### src/rtl/tdm_mux_16.sv
// tdm_mux_16: time-division serializer for 16 single-bit channels.
// A captured 16-bit word is shifted out one channel per slot on muxOut,
// with the slot index on sel so the far-end demultiplexer can route each bit.
module tdm_mux_16 #(
    parameter int unsigned SLOT_CYCLES = 1  // clocks per slot, 1..255
) (
    input  logic        clock,
    input  logic        reset_n,
    input  logic [15:0] muxIn,
    input  logic        start,
    input  logic        enable,
    output logic        muxOut,
    output logic [3:0]  sel,
    output logic        frameSync,
    output logic        busy,
    output logic        done
);

    // Terminal value of the in-slot cycle counter.
    localparam logic [7:0] CntLast = 8'(SLOT_CYCLES - 1);

    typedef enum logic {
        StIdle,
        StRun
    } state_e;

    state_e      state_q, state_d;
    logic [15:0] shadow_q, shadow_d;
    logic [3:0]  slot_q, slot_d;
    logic [7:0]  cnt_q, cnt_d;
    logic        done_q, done_d;

    // Last enabled cycle of a frame: final cycle of slot 15.
    logic        frame_last;
    assign frame_last = (slot_q == 4'd15) && (cnt_q == CntLast);

    // Next-state logic: frame capture, slot/cycle advance and end-of-frame handling.
    always_comb begin
        state_d  = state_q;
        shadow_d = shadow_q;
        slot_d   = slot_q;
        cnt_d    = cnt_q;
        done_d   = 1'b0;

        unique case (state_q)
            StIdle: begin
                if (start && enable) begin
                    shadow_d = muxIn;
                    slot_d   = 4'd0;
                    cnt_d    = 8'd0;
                    state_d  = StRun;
                end
            end
            StRun: begin
                // enable low freezes everything, including any pending done.
                if (enable) begin
                    if (frame_last) begin
                        done_d = 1'b1;
                        slot_d = 4'd0;
                        cnt_d  = 8'd0;
                        // start in the final cycle chains the next frame with no gap.
                        if (start) begin
                            shadow_d = muxIn;
                        end else begin
                            state_d = StIdle;
                        end
                    end else if (cnt_q < CntLast) begin
                        cnt_d = cnt_q + 8'd1;
                    end else begin
                        cnt_d  = 8'd0;
                        slot_d = slot_q + 4'd1;
                    end
                end
            end
            default: begin
                state_d = StIdle;
            end
        endcase
    end

    // State registers with asynchronous active-low reset; reset aborts any frame.
    always_ff @(posedge clock or negedge reset_n) begin
        if (!reset_n) begin
            state_q  <= StIdle;
            shadow_q <= 16'd0;
            slot_q   <= 4'd0;
            cnt_q    <= 8'd0;
            done_q   <= 1'b0;
        end else begin
            state_q  <= state_d;
            shadow_q <= shadow_d;
            slot_q   <= slot_d;
            cnt_q    <= cnt_d;
            done_q   <= done_d;
        end
    end

    // Outputs decoded purely from registers; no combinational input-to-output path.
    always_comb begin
        busy      = (state_q == StRun);
        sel       = slot_q;
        muxOut    = busy & shadow_q[slot_q];
        frameSync = busy && (slot_q == 4'd0) && (cnt_q == 8'd0);
        done      = done_q;
    end

endmodule
### config.mk
export PLATFORM = sky130hd
export DESIGN_NAME = tdm_mux_16
export DESIGN_NICKNAME = d
export VERILOG_FILES = /design/src/rtl/tdm_mux_16.sv
export SDC_FILE = /design/constraint.sdc
export NUM_CORES = 1
export LEC_CHECK = 0
export BUFFER_PORTS_ARGS = -buffer_cell sky130_fd_sc_hd__buf_2
export CAP_MARGIN = 20
export CORE_MARGIN = 2
export CORE_UTILIZATION = 51
export DETAILED_ROUTE_END_ITERATION = 10
export HOLD_SLACK_MARGIN = 0.15
export PLACE_DENSITY = 0.78
export SLEW_MARGIN = 20
export SYNTH_ARGS = -nofsm -noshare
export SYNTH_HDL_FRONTEND = slang
export SYNTH_SLANG_ARGS = --single-unit
### constraint.sdc
create_clock -name clock -period 2.09 [get_ports clock]
set_clock_uncertainty 0.05 [all_clocks]
set_input_delay 0.1045 -clock clock [delete_from_list [all_inputs] [get_ports clock]]
set_output_delay 0.1045 -clock clock [all_outputs]
set_load 0.05 [all_outputs]
==> flow_metrics.env, run 1 <==
export IMPL_status="finished clean"
export IMPL_drv_cap=0
export IMPL_fin_nets=151
export IMPL_stdcell_area_mm2=0.00149
export IMPL_clockRootBuffer="clkbuf_4"
export IMPL_critPathTopFamily="flip-flops"
export IMPL_max_freq_ghz=0.512
export IMPL_clk_path_buf_depth=2
export IMPL_synthAdderAreaFrac=0.0231
export IMPL_die_h_um=50.1
export IMPL_syn_inst=79
export IMPL_n_fill_cell=134
export IMPL_wl_per_cell_um=15.3
export IMPL_syn_nets=101
export IMPL_ys_warn_count=0
export IMPL_fin_cells=155
export IMPL_synth_area_per_cell_um2=13.7
export IMPL_final_cell_mix="buf_2 (27), dfrtp_1 (20), dlygate4sd3_1 (19)"
export IMPL_h_tree_depth=1
export IMPL_synthXorXnorAreaFrac=0
export IMPL_ant_nets=0
export IMPL_num_vias=812
export IMPL_path_max_fanout=10
export IMPL_clock_sinks=22
export IMPL_finalHoldViolCount=0
export IMPL_period_share=0.935
export IMPL_crit_path_start_kind="flop"
export IMPL_rows=16
export IMPL_insertion_delay_ns=0.31
export IMPL_gp_routability_congestion=0.878
export IMPL_crit_buf_inv=1
export IMPL_clkTransAtPathRegs_ns=0.13
export IMPL_post_route_drc_count=0
export IMPL_drive_gt1_frac=0.445
export IMPL_start_util=0.546
export IMPL_drt_iter0_drc=10
export IMPL_maxSlewViolCount=0
export IMPL_relSlewSlack=0.636
export IMPL_grt_max_degree=23
export IMPL_crit_path_end_kind="output pin"
export IMPL_cp_slowest_stage_delay_ns=0.63
export IMPL_grt_usage=0.229
export IMPL_total_power_mw=2.15
export IMPL_synth_seq_cells=22
export IMPL_coreArea_mm2=0.00198
export IMPL_tightestPinTransition_ns=0.540
export IMPL_tns_ns=0
export IMPL_ios=28
export IMPL_critPathKind="flop to output pin"
export IMPL_area_delta_synth_final_pct=37.2
export IMPL_placed_cells=131
export IMPL_placedInstanceArea_mm2=0.00123
export IMPL_hold_class="input pin to async pin"
export IMPL_path_cells="mux4_2 -> o211ai_1 -> o21ai_1 -> buf_2"
export IMPL_p_leak_nw=0.680
export IMPL_dieArea_mm2=0.00251
export IMPL_ys_seq_area_frac=0.509
export IMPL_hpwl_um=1550
export IMPL_grt_pass1_vias=878
export IMPL_grt_overflow=0
export IMPL_wirelength_um=2370
export IMPL_cts_buffers_inserted=3
export IMPL_synth_compound_area_frac=0.0971
export IMPL_yosys_area_share_simple=0.0613
export IMPL_dr_pass1_iters=4
export IMPL_cp_required_ns=1.94
export IMPL_power_per_cell_area_mw_per_mm2=1450
export IMPL_port_buffers=27
export IMPL_ys_types=26
export IMPL_die_x_um=50.1
export IMPL_rsz0062_at_grt="false"
export IMPL_synth_top_family_by_area="multiplexers"
export IMPL_antennaDiodeCount=0
export IMPL_cts_tree="yes"
export IMPL_grt_pass1_wl_um=4220
export IMPL_antenna_found_initial=0
export IMPL_period_needed_ns=1.95
export IMPL_slowest_stage="dfrtp_1"
export IMPL_finalSetupViolations=0
export IMPL_arrival_ns=1.80
export IMPL_synth_mux_area_frac=0.253
export IMPL_final_common_cell="buf_2"
export IMPL_synth_cell_area_mm2=0.00108
export IMPL_via_per_inst=5.24
export IMPL_ir_drop_v=0.00103
-- timing repair --
item	CTS	global route
hold endpoints to repair	41	0
hold buffers	19	0
endpoints found under the setup margin	1	1
buffers inserted	0	1
resized for setup	1	1
-- metal layers --
layer,vias to the layer above,share of wire,GRT usage
li1,385,-,-
met1,399,0.42,0.289
met2,24,0.53,0.393
met3,4,0.033,0.0273
met4,0,0.016,0.0972
met5,-,0,0
-- synth_stat cells (all sizes together) --
cell type / n / share of area
dfrtp: 22 / 0.51
mux2: 16 / 0.17
o21ai: 6 / 0.028
buf: 5 / 0.043
inv: 4 / 0.014
mux4: 4 / 0.087
nand2: 4 / 0.014
a22o: 3 / 0.025
nor2: 3 / 0.010
a21oi: 2 / 0.020
ha: 2 / 0.023
nand3: 2 / 0.021
a32o: 1 / 0.0092
nand2b: 1 / 0.0058
nand4: 1 / 0.0058
nor3: 1 / 0.0046
o2111ai: 1 / 0.0081
o211ai: 1 / 0.0069
-- cell type report --
| type | instances | area, um2 | share of cell area |
|---|---|---|---|
| Timing Repair Buffer | 50 | 355 | 0.239 |
| Inverter | 4 | 15.0 | 0.0101 |
| Clock buffer | 3 | 22.5 | 0.0152 |
| Sequential cell | 22 | 553 | 0.372 |
| Tap cell | 27 | 33.8 | 0.0227 |
| Clock inverter | 1 | 30.0 | 0.0202 |
| Multi-Input combinational cell | 48 | 475 | 0.320 |
-- state kept, by name, summed over array words and instances, names as in the netlist --
name / cells
busy: 1
done: 1
sel: 4
shadow_q: 16
-- per-stage QoR --
step                setup WS, ns   util  hold WS, ns
detailed placement         0.229  0.622       0.0418
floorplan                 0.0404      -       -0.241
global placement           0.300  0.622       0.0363
CTS                       0.0461  0.745        0.222
finish                     0.136  0.749        0.206
global route              0.0232  0.749        0.241
-- kinds of logic (layout without fill, tap and decap cells) --
| group | count (synthesis) | in the layout |
|---|---|---|
| AO/OA/AOI/OAI | 14 | 14 |
| adder cells (fa/ha/maj) | 2 | 2 |
| buffers and inverters | 9 | 58 |
| flip-flops | 22 | 22 |
| AND/OR/NAND/NOR | 12 | 12 |
| multiplexers | 20 | 20 |
-- worst paths after layout --
path	slack [ns]	from	end	cells after the start
worst min register to register	0.45	shadow_q[8]$_DFFE_PN0P_	shadow_q[8]$_DFFE_PN0P_	1
max in group asynchronous	1.43	reset_n	sel[0]$_DFFE_PN0P_	2
worst max-delay path	0.14	sel[3]$_DFFE_PN0P_	muxOut	4
worst max register to register	0.26	sel[0]$_DFFE_PN0P_	shadow_q[3]$_DFFE_PN0P_	6
worst min-delay path	0.21	reset_n	shadow_q[5]$_DFFE_PN0P_	2
min in group clock	0.45	shadow_q[8]$_DFFE_PN0P_	shadow_q[8]$_DFFE_PN0P_	1
-- power breakdown --
group | internal, mW | switching (mW)
clock network | 0.194 | 0.134
registers | 0.627 | 0.187
logic | 0.471 | 0.541
-- worst reg2reg max path, delay by kind of cell (launching register included) --
kind / cells / cell delay (ns)
AO/OA/AOI/OAI: 1 / 0.18
flip-flops: 1 / 0.43
AND/OR/NAND/NOR: 1 / 0.12
multiplexers: 1 / 0.35
buffers and inverters: 2 / 0.35
adder cells (fa/ha/maj): 1 / 0.25
(Power assumes the default switching activity.)
==> inputs of run 2 (changes only) <==
--- a/config.mk
+++ b/config.mk
@@ -12,6 +12,7 @@
 export DETAILED_ROUTE_END_ITERATION = 10
 export HOLD_SLACK_MARGIN = 0.15
 export PLACE_DENSITY = 0.78
+export REMOVE_ABC_BUFFERS = 1
 export SLEW_MARGIN = 20
 export SYNTH_ARGS = -nofsm -noshare
 export SYNTH_HDL_FRONTEND = slang
==> run 2 against run 1 <==
- cell area fell by 0.76%
- combinational power hardly changed
- via count grew 0.37%
- die area unchanged
- worst setup slack lost 0.00066 ns
- largest power group unchanged
- sequential share of layout area rose by 0.28 points
- critical endpoint unchanged
- global-route usage shrank 3.7 points
==> flow_metrics.env, run 2 (synthesized netlist as in run 1, its figures left out) <==
export IMPL_stdcell_area_mm2=0.00147
export IMPL_drv_cap=0
export IMPL_clock_sinks=22
export IMPL_die_h_um=50.1
export IMPL_relSlewSlack=0.688
export IMPL_period_needed_ns=1.95
export IMPL_final_cell_mix="buf_2 (26), dlygate4sd3_1 (21), dfrtp_1 (20)"
export IMPL_via_per_inst=5.29
export IMPL_antenna_found_initial=0
export IMPL_power_per_cell_area_mw_per_mm2=1370
export IMPL_critPathKind="flop to output pin"
export IMPL_start_util=0.546
export IMPL_multi_input_area_um2=470
export IMPL_die_x_um=50.1
export IMPL_drt_iter0_drc=15
export IMPL_clkTransAtPathRegs_ns=0.10
export IMPL_rsz0062_at_grt="false"
export IMPL_wirelength_um=2000
export IMPL_post_route_drc_count=0
export IMPL_fin_nets=151
export IMPL_dr_pass1_iters=4
export IMPL_crit_path_start_kind="flop"
export IMPL_antennaDiodeCount=0
export IMPL_wl_per_cell_um=13.0
export IMPL_ir_drop_v=0.00121
export IMPL_max_freq_ghz=0.512
export IMPL_area_delta_synth_final_pct=36.2
export IMPL_status="finished clean"
export IMPL_regMostFlops="shadow_q"
export IMPL_largest_reg_flops=16
export IMPL_period_share=0.935
export IMPL_port_buffers=27
export IMPL_path_max_fanout=7
export IMPL_placedInstanceArea_mm2=0.00122
export IMPL_placed_cells=129
export IMPL_clk_path_buf_depth=2
export IMPL_num_vias=815
export IMPL_fin_cells=154
export IMPL_n_fill_cell=130
export IMPL_grt_pass1_vias=822
export IMPL_clockRootBuffer="clkbuf_4"
export IMPL_arrival_ns=1.80
export IMPL_insertion_delay_ns=0.29
export IMPL_holdWs_ns=0.239
export IMPL_cp_required_ns=1.94
export IMPL_crit_path_end_kind="output pin"
export IMPL_rows=16
export IMPL_finalHoldViolCount=0
export IMPL_p_leak_nw=0.665
export IMPL_grt_overflow=0
export IMPL_gp_routability_congestion=0.858
export IMPL_ios=28
export IMPL_cts_buffers_inserted=3
export IMPL_hold_class="input pin to async pin"
export IMPL_tns_ns=0
export IMPL_final_common_cell="buf_2"
export IMPL_grt_usage=0.193
export IMPL_cts_tree="yes"
export IMPL_area_sequential_um2=553
export IMPL_grt_pass1_wl_um=3630
export IMPL_ant_nets=0
export IMPL_maxSlewViolCount=0
export IMPL_finalSetupViolations=0
export IMPL_final_core_util=0.744
export IMPL_tightestPinTransition_ns=0.469
export IMPL_grt_max_degree=23
export IMPL_dieArea_mm2=0.00251
export IMPL_coreArea_mm2=0.00198
export IMPL_h_tree_depth=1
export IMPL_drive_gt1_frac=0.417
export IMPL_hpwl_um=1460
==> run 2: cell types whose count changed in the layout (fill, tap and decap cells not counted), sizes merged <==
| cell | before | now |
|---|---|---|
| buf | 31 | 29 |
| dlygate4sd3 | 19 | 21 |
| bufinv | 1 | 0 |
==> run 2: stage by stage <==
step	power [mW]	worst slack, ns
6_report	2.02	0.136
5_1_grt	2.16	0.00681
4_1_cts	1.99	0.0405
3_5_place_dp	1.77	0.227
3_3_place_gp	1.73	0.259
2_1_floorplan	1.52	-0.116
==> run 2: cell type report <==
type,count,area share
multi-input cells,48,0.319
flip-flops and latches,22,0.375
inverters,4,0.0102
clock buffers,3,0.0153
repair buffers,50,0.257
well taps,27,0.0229
==> run 2: worst paths after layout <==
path / from / end / slack (ns) / cells after the start
worst max-delay path: sel[0]$_DFFE_PN0P_ / muxOut / 0.14 / 5
worst min-delay path: reset_n / done$_DFF_PN0_ / 0.24 / 2
worst max register to register: sel[1]$_DFFE_PN0P_ / busy$_DFF_PN0_ / 0.22 / 5
worst min register to register: shadow_q[4]$_DFFE_PN0P_ / shadow_q[4]$_DFFE_PN0P_ / 0.44 / 1
max in group asynchronous: reset_n / sel[2]$_DFFE_PN0P_ / 1.41 / 2
min in group clock: shadow_q[4]$_DFFE_PN0P_ / shadow_q[4]$_DFFE_PN0P_ / 0.44 / 1
==> run 2: timing repair <==
action,4_1_cts,5_1_grt
buffers inserted,0,1
endpoints found under the hold margin,41,0
hold buffers,21,0
gates resized for setup,2,3
endpoints found under the setup margin,1,1
==> run 2: report_power, final <==
group | switching [mW] | total [mW] | internal (mW)
combinational | 0.510 | 1.01 | 0.497
sequential | 0.203 | 0.831 | 0.628
clock | 0.110 | 0.177 | 0.0670
==> run 2: per-layer routing <==
layer / global-route usage / up-vias / routed length, um
met1: 0.245 / 395 / 877
met5: 0 / - / 0
li1: - / 386 / -
met2: 0.329 / 32 / 996
met3: 0.0394 / 2 / 118
met4: 0.0556 / 0 / 6
==> run 2: critical path: stages (launching register included) <==
cell and delay, ns:
dfrtp_2 0.46, mux4_2 0.51, nand2b_1 0.15, o2111ai_1 0.12, o21ai_1 0.11, buf_6 0.16
